===== config.mk =====
export PLATFORM = sky130hd
export DESIGN_NAME = axi_rd_arbiter
export DESIGN_NICKNAME = d
export VERILOG_FILES = /design/src/rtl/axi_rd_arbiter_pkg.sv /design/src/rtl/axi_rd_arbiter_tag_fifo.sv /design/src/rtl/axi_rd_arbiter.sv
export SDC_FILE = /design/constraint.sdc
export NUM_CORES = 1
export LEC_CHECK = 0
export ABC_AREA = 1
export BUFFER_PORTS_ARGS = -buffer_cell sky130_fd_sc_hd__buf_2
export CAP_MARGIN = 30
export CORE_MARGIN = 3
export CORE_UTILIZATION = 30
export CTS_CLUSTER_DIAMETER = 100
export DETAILED_ROUTE_END_ITERATION = 10
export SLEW_MARGIN = 30
export SYNTH_ARGS = -nofsm -noshare
export SYNTH_HDL_FRONTEND = slang
export SYNTH_SLANG_ARGS = --single-unit

===== constraint.sdc =====
create_clock -name m_axi_clk -period 3.75 [get_ports m_axi_clk]
set_input_delay 0.1875 -clock m_axi_clk [delete_from_list [all_inputs] [get_ports m_axi_clk]]
set_output_delay 0.1875 -clock m_axi_clk [all_outputs]
set_load 0.02 [all_outputs]

===== src/rtl/axi_rd_arbiter_pkg.sv =====
// Shared definitions for the AXI read arbiter.
//   AXI_SIZE_8B / AXI_BURST_INCR : fixed AR attributes (8-byte beats, INCR bursts)
//   ARID_W / LEN_W               : AXI ID and burst-length field widths
//   tag_width()                  : width of a requester index (tag) for a given requester count
//   ar_state_t                   : AR issue machine states
package axi_rd_arbiter_pkg;

  localparam logic [2:0] AXI_SIZE_8B    = 3'd3;
  localparam logic [1:0] AXI_BURST_INCR = 2'd1;

  localparam int ARID_W = 6;
  localparam int LEN_W  = 4;

  typedef enum logic {
    AR_IDLE  = 1'b0,
    AR_ISSUE = 1'b1
  } ar_state_t;

  function automatic int tag_width(input int num_req);
    return (num_req > 1) ? $clog2(num_req) : 1;
  endfunction

endpackage


===== src/rtl/axi_rd_arbiter_tag_fifo.sv =====
// arb_tag_fifo: small synchronous FIFO holding per-burst bookkeeping in AR order.
//   m_axi_clk, m_axi_rst : clock, asynchronous active-high reset (empties the FIFO)
//   push, push_data      : write one entry (accepted when not full, or when full and popping)
//   pop                  : drop the head entry (ignored when empty)
//   head                 : current head entry, valid only while !empty
//   empty, full          : occupancy flags
module arb_tag_fifo #(
  parameter int DEPTH = 8,
  parameter int WIDTH = 2
) (
  input  logic             m_axi_clk,
  input  logic             m_axi_rst,
  input  logic             push,
  input  logic [WIDTH-1:0] push_data,
  input  logic             pop,
  output logic [WIDTH-1:0] head,
  output logic             empty,
  output logic             full
);

  localparam int               PTR_W      = (DEPTH > 1) ? $clog2(DEPTH) : 1;
  localparam logic [PTR_W-1:0] LAST_SLOT  = PTR_W'(DEPTH - 1);
  localparam logic [PTR_W:0]   FULL_COUNT = (PTR_W + 1)'(DEPTH);

  logic [WIDTH-1:0] mem [DEPTH];
  logic [PTR_W-1:0] wr_ptr;
  logic [PTR_W-1:0] rd_ptr;
  logic [PTR_W:0]   count;
  logic             do_push;
  logic             do_pop;

  assign empty   = (count == '0);
  assign full    = (count == FULL_COUNT);
  assign do_pop  = pop && !empty;
  // A pop in the same cycle frees the slot, so a full FIFO can still take a push.
  assign do_push = push && (!full || do_pop);
  assign head    = mem[rd_ptr];

  always_ff @(posedge m_axi_clk) begin
    if (do_push) begin
      mem[wr_ptr] <= push_data;
    end
  end

  always_ff @(posedge m_axi_clk or posedge m_axi_rst) begin
    if (m_axi_rst) begin
      wr_ptr <= '0;
      rd_ptr <= '0;
      count  <= '0;
    end else begin
      if (do_push) begin
        wr_ptr <= (wr_ptr == LAST_SLOT) ? '0 : wr_ptr + 1'b1;
      end
      if (do_pop) begin
        rd_ptr <= (rd_ptr == LAST_SLOT) ? '0 : rd_ptr + 1'b1;
      end
      case ({do_push, do_pop})
        2'b10:   count <= count + 1'b1;
        2'b01:   count <= count - 1'b1;
        default: count <= count;
      endcase
    end
  end

endmodule


===== src/rtl/axi_rd_arbiter.sv =====
// axi_rd_arbiter: round-robin arbiter funnelling NUM_REQ burst requesters onto one
// AXI read master, routing R beats back to the owner in AR order.
//   m_axi_clk, m_axi_rst          : clock, asynchronous active-high reset
//   req_valid/req_addr/req_len    : per-requester burst request (addr 8-byte aligned, len = beats-1)
//   req_ready                     : one-hot pulse when a request is latched
//   rsp_valid/rsp_data/rsp_last   : beat strobe to the owning requester, shared data/last
//   rsp_ready                     : per-requester beat acceptance
//   m_axi_ar*                     : AXI read address channel (master side)
//   m_axi_r*                      : AXI read data channel (master side)
//   err_overrun                   : sticky protocol error (stray beat or misplaced rlast)
//
// AR issue machine:
//   state    | meaning
//   AR_IDLE  | waiting for an eligible request with room in the tag FIFO; latches the winner
//   AR_ISSUE | arvalid held with stable fields until arready; tag pushed on handshake
module axi_rd_arbiter
  import axi_rd_arbiter_pkg::*;
#(
  parameter int NUM_REQ     = 4,
  parameter int OUTSTANDING = 8
) (
  input  logic                  m_axi_clk,
  input  logic                  m_axi_rst,
  input  logic [NUM_REQ-1:0]    req_valid,
  input  logic [NUM_REQ*32-1:0] req_addr,
  input  logic [NUM_REQ*4-1:0]  req_len,
  output logic [NUM_REQ-1:0]    req_ready,
  output logic [NUM_REQ-1:0]    rsp_valid,
  output logic [63:0]           rsp_data,
  output logic                  rsp_last,
  input  logic [NUM_REQ-1:0]    rsp_ready,
  output logic                  m_axi_arvalid,
  input  logic                  m_axi_arready,
  output logic [31:0]           m_axi_araddr,
  output logic [3:0]            m_axi_arlen,
  output logic [5:0]            m_axi_arid,
  output logic [2:0]            m_axi_arsize,
  output logic [1:0]            m_axi_arburst,
  input  logic                  m_axi_rvalid,
  output logic                  m_axi_rready,
  input  logic [63:0]           m_axi_rdata,
  input  logic                  m_axi_rlast,
  output logic                  err_overrun
);

  localparam int TAG_W = tag_width(NUM_REQ);

  logic [31:0]      addr_arr [NUM_REQ];
  logic [LEN_W-1:0] len_arr  [NUM_REQ];

  logic [TAG_W-1:0] rr_ptr;
  logic [TAG_W-1:0] win_idx;
  logic             any_valid;
  logic [TAG_W:0]   cand;

  ar_state_t        state;
  ar_state_t        state_nxt;
  logic             grant;
  logic             fifo_push;

  logic [31:0]      ar_addr;
  logic [LEN_W-1:0] ar_len;
  logic [TAG_W-1:0] ar_id;

  logic [TAG_W-1:0] head_tag;
  logic [LEN_W-1:0] head_len;
  logic             tag_empty;
  logic             tag_full;
  logic             len_empty;
  logic             len_full;
  logic             fifo_empty;
  logic             fifo_full;
  logic             fifo_pop;
  logic             r_hs;

  logic [LEN_W-1:0] beat_cnt;

  always_comb begin
    for (int i = 0; i < NUM_REQ; i++) begin
      addr_arr[i] = req_addr[i*32 +: 32];
      len_arr[i]  = req_len[i*4 +: 4];
    end
  end

  // Scan from the highest offset down so the candidate nearest rr_ptr wins.
  always_comb begin
    win_idx   = '0;
    any_valid = 1'b0;
    cand      = '0;
    for (int i = NUM_REQ - 1; i >= 0; i--) begin
      cand = {1'b0, rr_ptr} + (TAG_W + 1)'(i);
      if (cand >= (TAG_W + 1)'(NUM_REQ)) begin
        cand = cand - (TAG_W + 1)'(NUM_REQ);
      end
      if (req_valid[cand[TAG_W-1:0]]) begin
        win_idx   = cand[TAG_W-1:0];
        any_valid = 1'b1;
      end
    end
  end

  assign fifo_empty = tag_empty || len_empty;
  assign fifo_full  = tag_full || len_full;

  always_ff @(posedge m_axi_clk or posedge m_axi_rst) begin
    if (m_axi_rst) begin
      state <= AR_IDLE;
    end else begin
      state <= state_nxt;
    end
  end

  // A full FIFO that is retiring a burst this cycle already has room for the next AR,
  // so the following request is latched in the same cycle as the final rlast.
  always_comb begin
    state_nxt     = state;
    grant         = 1'b0;
    fifo_push     = 1'b0;
    m_axi_arvalid = 1'b0;
    case (state)
      AR_IDLE: begin
        if (!m_axi_rst && any_valid && (!fifo_full || fifo_pop)) begin
          grant     = 1'b1;
          state_nxt = AR_ISSUE;
        end
      end
      AR_ISSUE: begin
        m_axi_arvalid = 1'b1;
        if (m_axi_arready) begin
          fifo_push = 1'b1;
          state_nxt = AR_IDLE;
        end
      end
      default: state_nxt = AR_IDLE;
    endcase
  end

  always_comb begin
    req_ready          = '0;
    req_ready[win_idx] = grant;
  end

  always_ff @(posedge m_axi_clk or posedge m_axi_rst) begin
    if (m_axi_rst) begin
      rr_ptr  <= '0;
      ar_addr <= '0;
      ar_len  <= '0;
      ar_id   <= '0;
    end else if (grant) begin
      rr_ptr  <= (win_idx == TAG_W'(NUM_REQ - 1)) ? '0 : win_idx + 1'b1;
      ar_addr <= addr_arr[win_idx];
      ar_len  <= len_arr[win_idx];
      ar_id   <= win_idx;
    end
  end

  assign m_axi_araddr  = ar_addr;
  assign m_axi_arlen   = ar_len;
  assign m_axi_arid    = {{(ARID_W - TAG_W){1'b0}}, ar_id};
  assign m_axi_arsize  = AXI_SIZE_8B;
  assign m_axi_arburst = AXI_BURST_INCR;

  // Owner index of each outstanding burst.
  arb_tag_fifo #(
    .DEPTH (OUTSTANDING),
    .WIDTH (TAG_W)
  ) u_tag_fifo (
    .m_axi_clk (m_axi_clk),
    .m_axi_rst (m_axi_rst),
    .push      (fifo_push),
    .push_data (ar_id),
    .pop       (fifo_pop),
    .head      (head_tag),
    .empty     (tag_empty),
    .full      (tag_full)
  );

  // Length shadow of the same bursts, used to check where rlast lands.
  arb_tag_fifo #(
    .DEPTH (OUTSTANDING),
    .WIDTH (LEN_W)
  ) u_len_fifo (
    .m_axi_clk (m_axi_clk),
    .m_axi_rst (m_axi_rst),
    .push      (fifo_push),
    .push_data (ar_len),
    .pop       (fifo_pop),
    .head      (head_len),
    .empty     (len_empty),
    .full      (len_full)
  );

  always_comb begin
    rsp_valid    = '0;
    m_axi_rready = 1'b0;
    if (!fifo_empty) begin
      rsp_valid[head_tag] = m_axi_rvalid;
      m_axi_rready        = rsp_ready[head_tag];
    end
  end

  assign rsp_data = m_axi_rdata;
  assign rsp_last = m_axi_rlast;
  assign r_hs     = m_axi_rvalid && m_axi_rready;
  assign fifo_pop = r_hs && m_axi_rlast;

  always_ff @(posedge m_axi_clk or posedge m_axi_rst) begin
    if (m_axi_rst) begin
      beat_cnt    <= '0;
      err_overrun <= 1'b0;
    end else begin
      if (m_axi_rvalid && fifo_empty) begin
        err_overrun <= 1'b1;
      end
      if (r_hs) begin
        if (m_axi_rlast != (beat_cnt == head_len)) begin
          err_overrun <= 1'b1;
        end
        beat_cnt <= m_axi_rlast ? '0 : beat_cnt + 1'b1;
      end
    end
  end

endmodule


# Yosys cells after proc, flatten, opt, wreduce, memory -nomap -nowiden
# Memories as Yosys holds them, arrays and structs flattened.
# Index checks and enable logic that the tools add are counted.
# totals
regBits	66
ram_bits	48
in_bits	221
out_inout_bits	123
wordCells	144
n_memories	2
# classes
add_sub_neg	17
order_cmp	13
eq_ne	13
n_mux	56
bitwise	4
reduce_logical	26
# memory_table
name	words	width	rd	rd_ports_with_merged_regs	wr	line_no	rtl
u_len_fifo.mem	8	4	1	0	1	axi_rd_arbiter_tag_fifo.sv:25	logic [WIDTH-1:0] mem [DEPTH];
u_tag_fifo.mem	8	2	1	0	1	axi_rd_arbiter_tag_fifo.sv:25	
# op_table
cell	count
$bmux 32 s2	1
$mux 32	2
$mux 1	25
$lt 2x3->1 const B	6
$mux 2	9
$mux 4	4
$pmux 4 s2	2
$add 3x1->3 const B	4
$add 4x1->4 const B	3
$eq 3x3->1 const B	4
$ge 3x3->1 const B	4
$mux 3	4
$logic_and 1x1->1	11
$bmux 1 s2	5
$and 4x4->4	2
$bmux 4 s2	1
$eq 4x4->1 const B	2
$logic_not 4->1	2
$sub 2x1->2 const B	4
$sub 4x1->4 const B	2
$add 2x2->3 const B	2
$eq 2x2->1 const B	3
$logic_not 1->1	6
$logic_or 1x1->1	5
other kinds (12)	16

# Logic depth before layout (Yosys ltp)
# depth
ltp_word	14
mapped_depth	23
depth_no_buf	21

# Hierarchy
# From an unflattened synthesis, not the netlist that was laid out.
# hier_totals
hier_cells	1078
hier_area_um2	7818.7
# by_module_without_submodules
module	instances	cells_per_inst	area_per_inst_um2	seq_area_each_um2
axi_rd_arbiter	1	676	4270.3	1151.1
arb_tag_fifo (u_len_fifo)	1	236	2119.5	1211.2
arb_tag_fifo (u_tag_fifo)	1	166	1428.9	730.7

# Worst setup path after synthesis
# OpenSTA, ideal clock, no wires.
# synth_path
kind	flip-flop to flip-flop
startpoint	register u_tag_fifo.rd_ptr[0]
endpoint	register u_tag_fifo.count[3]
setup_time_ns	0.079
arrival_time_ns	2.690
required_time_ns	3.671
path_slack_ns	0.981
stages_incl_launch_ff	24
path_buffers	2
synth_period_minus_slack_ns	2.769
path_cell_list	dfrtp_1 buf_4 inv_4 nand2_1 nand3_1 nand2_1 nand2_1 nand2_1 nand2_1 nor2_1 nor2_1 nand4_2 nand2_1 nand2_1 buf_2 ha_1 nand2_1 inv_1 nor2_1 nand2_1 nor2_1 a31oi_1 a211oi_1 xor2_1
# synth_between
elab_chain_cells	11
word_cells_on_any_way	13
classes_between	eq/ne (2); mux (4); reduce/logical (6); memory (1)
# synth_lines
element	line_no	rtl
start: declaration	axi_rd_arbiter_tag_fifo.sv:27	logic [PTR_W-1:0] rd_ptr;
start signal: assignment	axi_rd_arbiter_tag_fifo.sv:55	rd_ptr <= (rd_ptr == LAST_SLOT) ? '0 : rd_ptr + 1'b1;
$mem_v2 8x2 *	-	
$bmux 1 s2 *	axi_rd_arbiter.sv:198	m_axi_rready = rsp_ready[head_tag];
$mux 1 (not written as such) *	axi_rd_arbiter.sv:198	
$mux 1 *	axi_rd_arbiter.sv:196	if (!fifo_empty) begin
$logic_and 1x1->1 *	axi_rd_arbiter.sv:204	assign r_hs = m_axi_rvalid && m_axi_rready;
$logic_and 1x1->1 *	axi_rd_arbiter.sv:205	assign fifo_pop = r_hs && m_axi_rlast;
$logic_and 1x1->1 *	axi_rd_arbiter_tag_fifo.sv:34	assign do_pop = pop && !empty;
$logic_or 1x1->1	axi_rd_arbiter_tag_fifo.sv:36	assign do_push = push && (!full || do_pop);
$logic_and 1x1->1	axi_rd_arbiter_tag_fifo.sv:36	
$eq 2x1->1 or $eq 2x2->1 (tied branches)	axi_rd_arbiter_tag_fifo.sv:57	case ({do_push, do_pop})
$pmux 4 s2 or $reduce_bool 2->1 (tied branches)	-	
end signal: assignment	axi_rd_arbiter_tag_fifo.sv:58	2'b10: count <= count + 1'b1;
end signal: assignment	axi_rd_arbiter_tag_fifo.sv:59	2'b01: count <= count - 1'b1;
end signal: assignment	axi_rd_arbiter_tag_fifo.sv:60	default: count <= count;
end: declaration	axi_rd_arbiter_tag_fifo.sv:28	logic [PTR_W:0] count;
# Mark *: on every way between the ends. The rest lies on a longest branch, timed or not. The select of a mux whose other input is x is not followed.
# A chain may end at the register's enable or synchronous reset.

# Worst setup path in the final report
# Ends and elaborated chain as after synthesis.

==> flow_summary.json <==
{
  "status": "complete, no violations",
  "seqCellArea_um2": 3094,
  "cts_buffer_depth": 2,
  "die_h_um": 167.6,
  "synth_area_um2": 7831,
  "finalCriticalPeriod_ns": 3.170,
  "portBuffers": 206,
  "post-route-period-util": 0.8454,
  "core_area_um2": 25400,
  "die_w_um": 167.6,
  "p_total_mw": 8.702,
  "synth_cells": 1059,
  "cts_tree": "done",
  "r2r_start": "u_tag_fifo.rd_ptr[0]",
  "setup_viol": 0,
  "num-nets-final": 1417,
  "finish.utilization": 0.3634,
  "slowest_stage": "dfrtp_2",
  "stdcell_area_um2": 9230,
  "grt-ovfl-total": 0,
  "synth_top_cell_by_area": "dfrtp_1",
  "ys_seq_elements": 114,
  "root_buffer": "clkbuf_16",
  "ys_types": 34,
  "hp-class": "in2reg",
  "grt_max_degree": 73,
  "worst_setup_path_end_kind": "register",
  "finalHoldViolations": 0,
  "r2r_cells": 21,
  "synth-seq-area-share": 0.3950,
  "peakVddDrop_v": 0.0006432,
  "slowest_delay_ns": 0.48,
  "finalSetupTns_ns": 0,
  "reg2reg_slack_ns": 0.58,
  "firstDrtPassIters": 4,
  "viasPerCell": 4.539,
  "drt-total-wl_mm": 20.78,
  "final_antenna_net_count": 0,
  "post_cts_buffers": 0,
  "hpwlAfterDp_mm": 15.32,
  "drc": 0,
  "reg2reg_to": "u_tag_fifo.count[3]",
  "crit_required_ns": 4.08,
  "antenna_found_initial": 0,
  "maxSlewViolCount": 0,
  "synth.avg_cell_area_um2": 7.395,
  "cts_htree_levels": 4,
  "grt_pass1_wl_mm": 34.29,
  "fmaxAchievable_mhz": 315.4,
  "insertion_delay_ns": 0.41,
  "crit_fanout": 13,
  "wl_per_cell_um": 13.67,
  "row_count": 58,
  "synthTopCellsByArea": "dfrtp_1 21%, edfxtp_1 18%, nand2_1 14%",
  "path_class": "reg2reg",
  "synth_warnings": 0,
  "cts_buffers": 17,
  "hold_end": "err_overrun",
  "start_kind": "register",
  "maxCapViolCount": 0,
  "diodes": 0,
  "rsz0062_at_grt": "no",
  "cellPowerDensity_nw_per_um2": 942.8,
  "initial_core_util": 0.3083,
  "worstMarginPinSlew_ns": 0.7714,
  "grt_use_total": 0.1501,
  "synth_top_area_frac": 0.2109,
  "grt_pass1_vias": 6812,
  "cp_cell_sequence": "inv_4 > nand2_1 > nand3_1 > nand2_1 > nand2_1 > nand2_1 > nand2_1 > nor2_1 > nor2_1 > nand4_2 > nand2_1 > nand2_1 > ha_1 > nand2_1 > inv_1 > nor2_1 > nand2_1 > nor2_1 > a31oi_1 > a211oi_1 > xor2_1",
  "vias": 6899,
  "skew_ns": 0.01436,
  "holdWs_ns": 0.05512,
  "cts.sinks": 114,
  "drive_above_1_share": 0.2151,
  "crit_arrival_ns": 3.50,
  "dpl_cell_area_um2": 8573,
  "n_fill_cell": 2690,
  "path_clk_slew_ns": 0.05,
  "drt-initial-drc-count": 248,
  "multiInputGateArea_um2": 3450,
  "hold_depth": 3,
  "power_leakage_nw": 4.860,
  "slew_headroom": 0.4857,
  "area_growth_pct": 17.86,
  "min_from": "m_axi_rvalid",
  "die_area_um2": 28080,
  "ios": 344,
  "place_congestion": 0.8408,
  "crit_path_frequent_cell": "nand2_1"
}
## state kept, by name (all words and copies together) (netlist names)
name and flops:
m_axi_araddr 32, u_len_fifo.mem 32, u_tag_fifo.mem 16, beat_cnt 4, m_axi_arlen 4, u_len_fifo.count 4
u_tag_fifo.count 4, u_len_fifo.rd_ptr 3, u_len_fifo.wr_ptr 3, u_tag_fifo.rd_ptr 3, u_tag_fifo.wr_ptr 3, ar_id 2
rr_ptr 2, err_overrun 1, state 1
## layout make-up
cell class                 count  area share
multi-input combinational    693      0.3737
inverter                     134     0.05490
tap                          330     0.04473
clock inverter                10     0.01966
clock buffer                  22     0.04921
timing repair buffer         217      0.1225
sequential                   114      0.3352
## how the worst max path moves through the flow
stage | start | slack, ns | to
floorplan | u_tag_fifo.rd_ptr[0] | 0.98 | u_tag_fifo.count[3]
global placement | u_tag_fifo.rd_ptr[0] | 0.59 | u_tag_fifo.count[3]
detailed placement | u_tag_fifo.rd_ptr[0] | 0.49 | u_tag_fifo.count[3]
CTS | u_tag_fifo.rd_ptr[0] | 0.48 | u_tag_fifo.count[3]
global route | u_tag_fifo.rd_ptr[0] | 0.04 | u_tag_fifo.count[3]
finish | u_tag_fifo.rd_ptr[0] | 0.58 | u_tag_fifo.count[3]
## worst max-delay path: cells and delay by family, from the launching register on
kind / cells / cell delay, ns
buffers and inverters: 2 / 0.16
flip-flops: 1 / 0.48
AND/OR/NAND/NOR: 15 / 1.70
AO/OA/AOI/OAI: 2 / 0.27
adder cells (fa/ha/maj): 1 / 0.33
XOR/XNOR: 1 / 0.16
## timing repair
action	4_1_cts	5_1_grt
setup endpoints to repair	0	1
hold buffers	2	0
gates resized for setup	0	1
endpoints found under the hold margin	33	0
## logic make-up after synthesis
| family | after synthesis | share of synthesized area |
|---|---|---|
| XOR/XNOR | 11 | 0.01230 |
| AO/OA/AOI/OAI | 52 | 0.03739 |
| buffers and inverters | 259 | 0.1695 |
| other | 2 | 0.0009590 |
| adder cells (fa/ha/maj) | 19 | 0.03036 |
| flip-flops | 114 | 0.3950 |
| AND/OR/NAND/NOR | 602 | 0.3545 |
## through the flow
step                      worst slack, ns  cells
after floorplan                    0.9809   1066
after global placement             0.5944   1486
after detailed placement           0.4950   1486
after CTS                          0.4760   1520
after global routing              0.03680   1520
final                              0.5799   1520
## Yosys cell counts
library cell  number
o21ai_1            3
a21oi_1            6
a31oi_1            1
xnor2_1            5
a211oi_1           2
dfrtp_1           66
edfxtp_1          48
clkbuf_1          17
nand4_2            1
and3_1             1
nand3_2            2
buf_6              5
buf_4             77
nand2_2            5
or2_2              1
ha_1              19
o21a_1             1
a21oi_4            1
o22ai_1            6
o21ai_0           30
conb_1             2
buf_1              5
inv_1            133
nand3b_1          72
buf_2             21
nor2_1            61
nand2_1          294
xor2_1             6
nand3_1          160
o211ai_1           1
nor4_1             1
nor3_1             4
o31ai_1            1
inv_4              1
## layout by cell type, fill, tap and decap left out, types with 2 or more instances in the layout
| cell | Yosys | routed |
|---|---|---|
| xnor2_1 | 5 | 5 |
| clkbuf_16 | 0 | 17 |
| nor3_1 | 4 | 4 |
| o21ai_0 | 30 | 30 |
| xor2_1 | 6 | 6 |
| o21ai_1 | 3 | 3 |
| clkinvlp_4 | 0 | 3 |
| conb_1 | 2 | 9 |
| edfxtp_1 | 48 | 48 |
| nand3_1 | 160 | 160 |
| buf_4 | 77 | 8 |
| a21oi_1 | 6 | 6 |
| clkinv_2 | 0 | 2 |
| o22ai_1 | 6 | 6 |
| bufinv_16 | 0 | 5 |
| nand3b_1 | 72 | 72 |
| dfrtp_1 | 66 | 65 |
| nand3_2 | 2 | 2 |
| nand2_2 | 5 | 5 |
| nand2_1 | 294 | 294 |
| dlygate4sd3_1 | 0 | 2 |
| ha_1 | 19 | 19 |
| nor2_1 | 61 | 61 |
| buf_2 | 21 | 206 |
| clkbuf_1 | 17 | 4 |
| inv_1 | 133 | 132 |
## power breakdown
group,internal [mW],total (mW),switching [mW]
Sequential,1.76,2.19,0.430
Clock,1.19,1.74,0.551
Combinational,1.58,4.77,3.19
Total,4.53,8.70,4.17
## metal layers
layer	up-vias	GRT usage	routed length (um)
met2	222	0.2635	10390
met4	0	0.03202	125
met3	15	0.04792	1425
met5	-	0	0
met1	3118	0.1809	8844
li1	3544	-	-
Note: power is estimated with default switching activity, not from simulation.
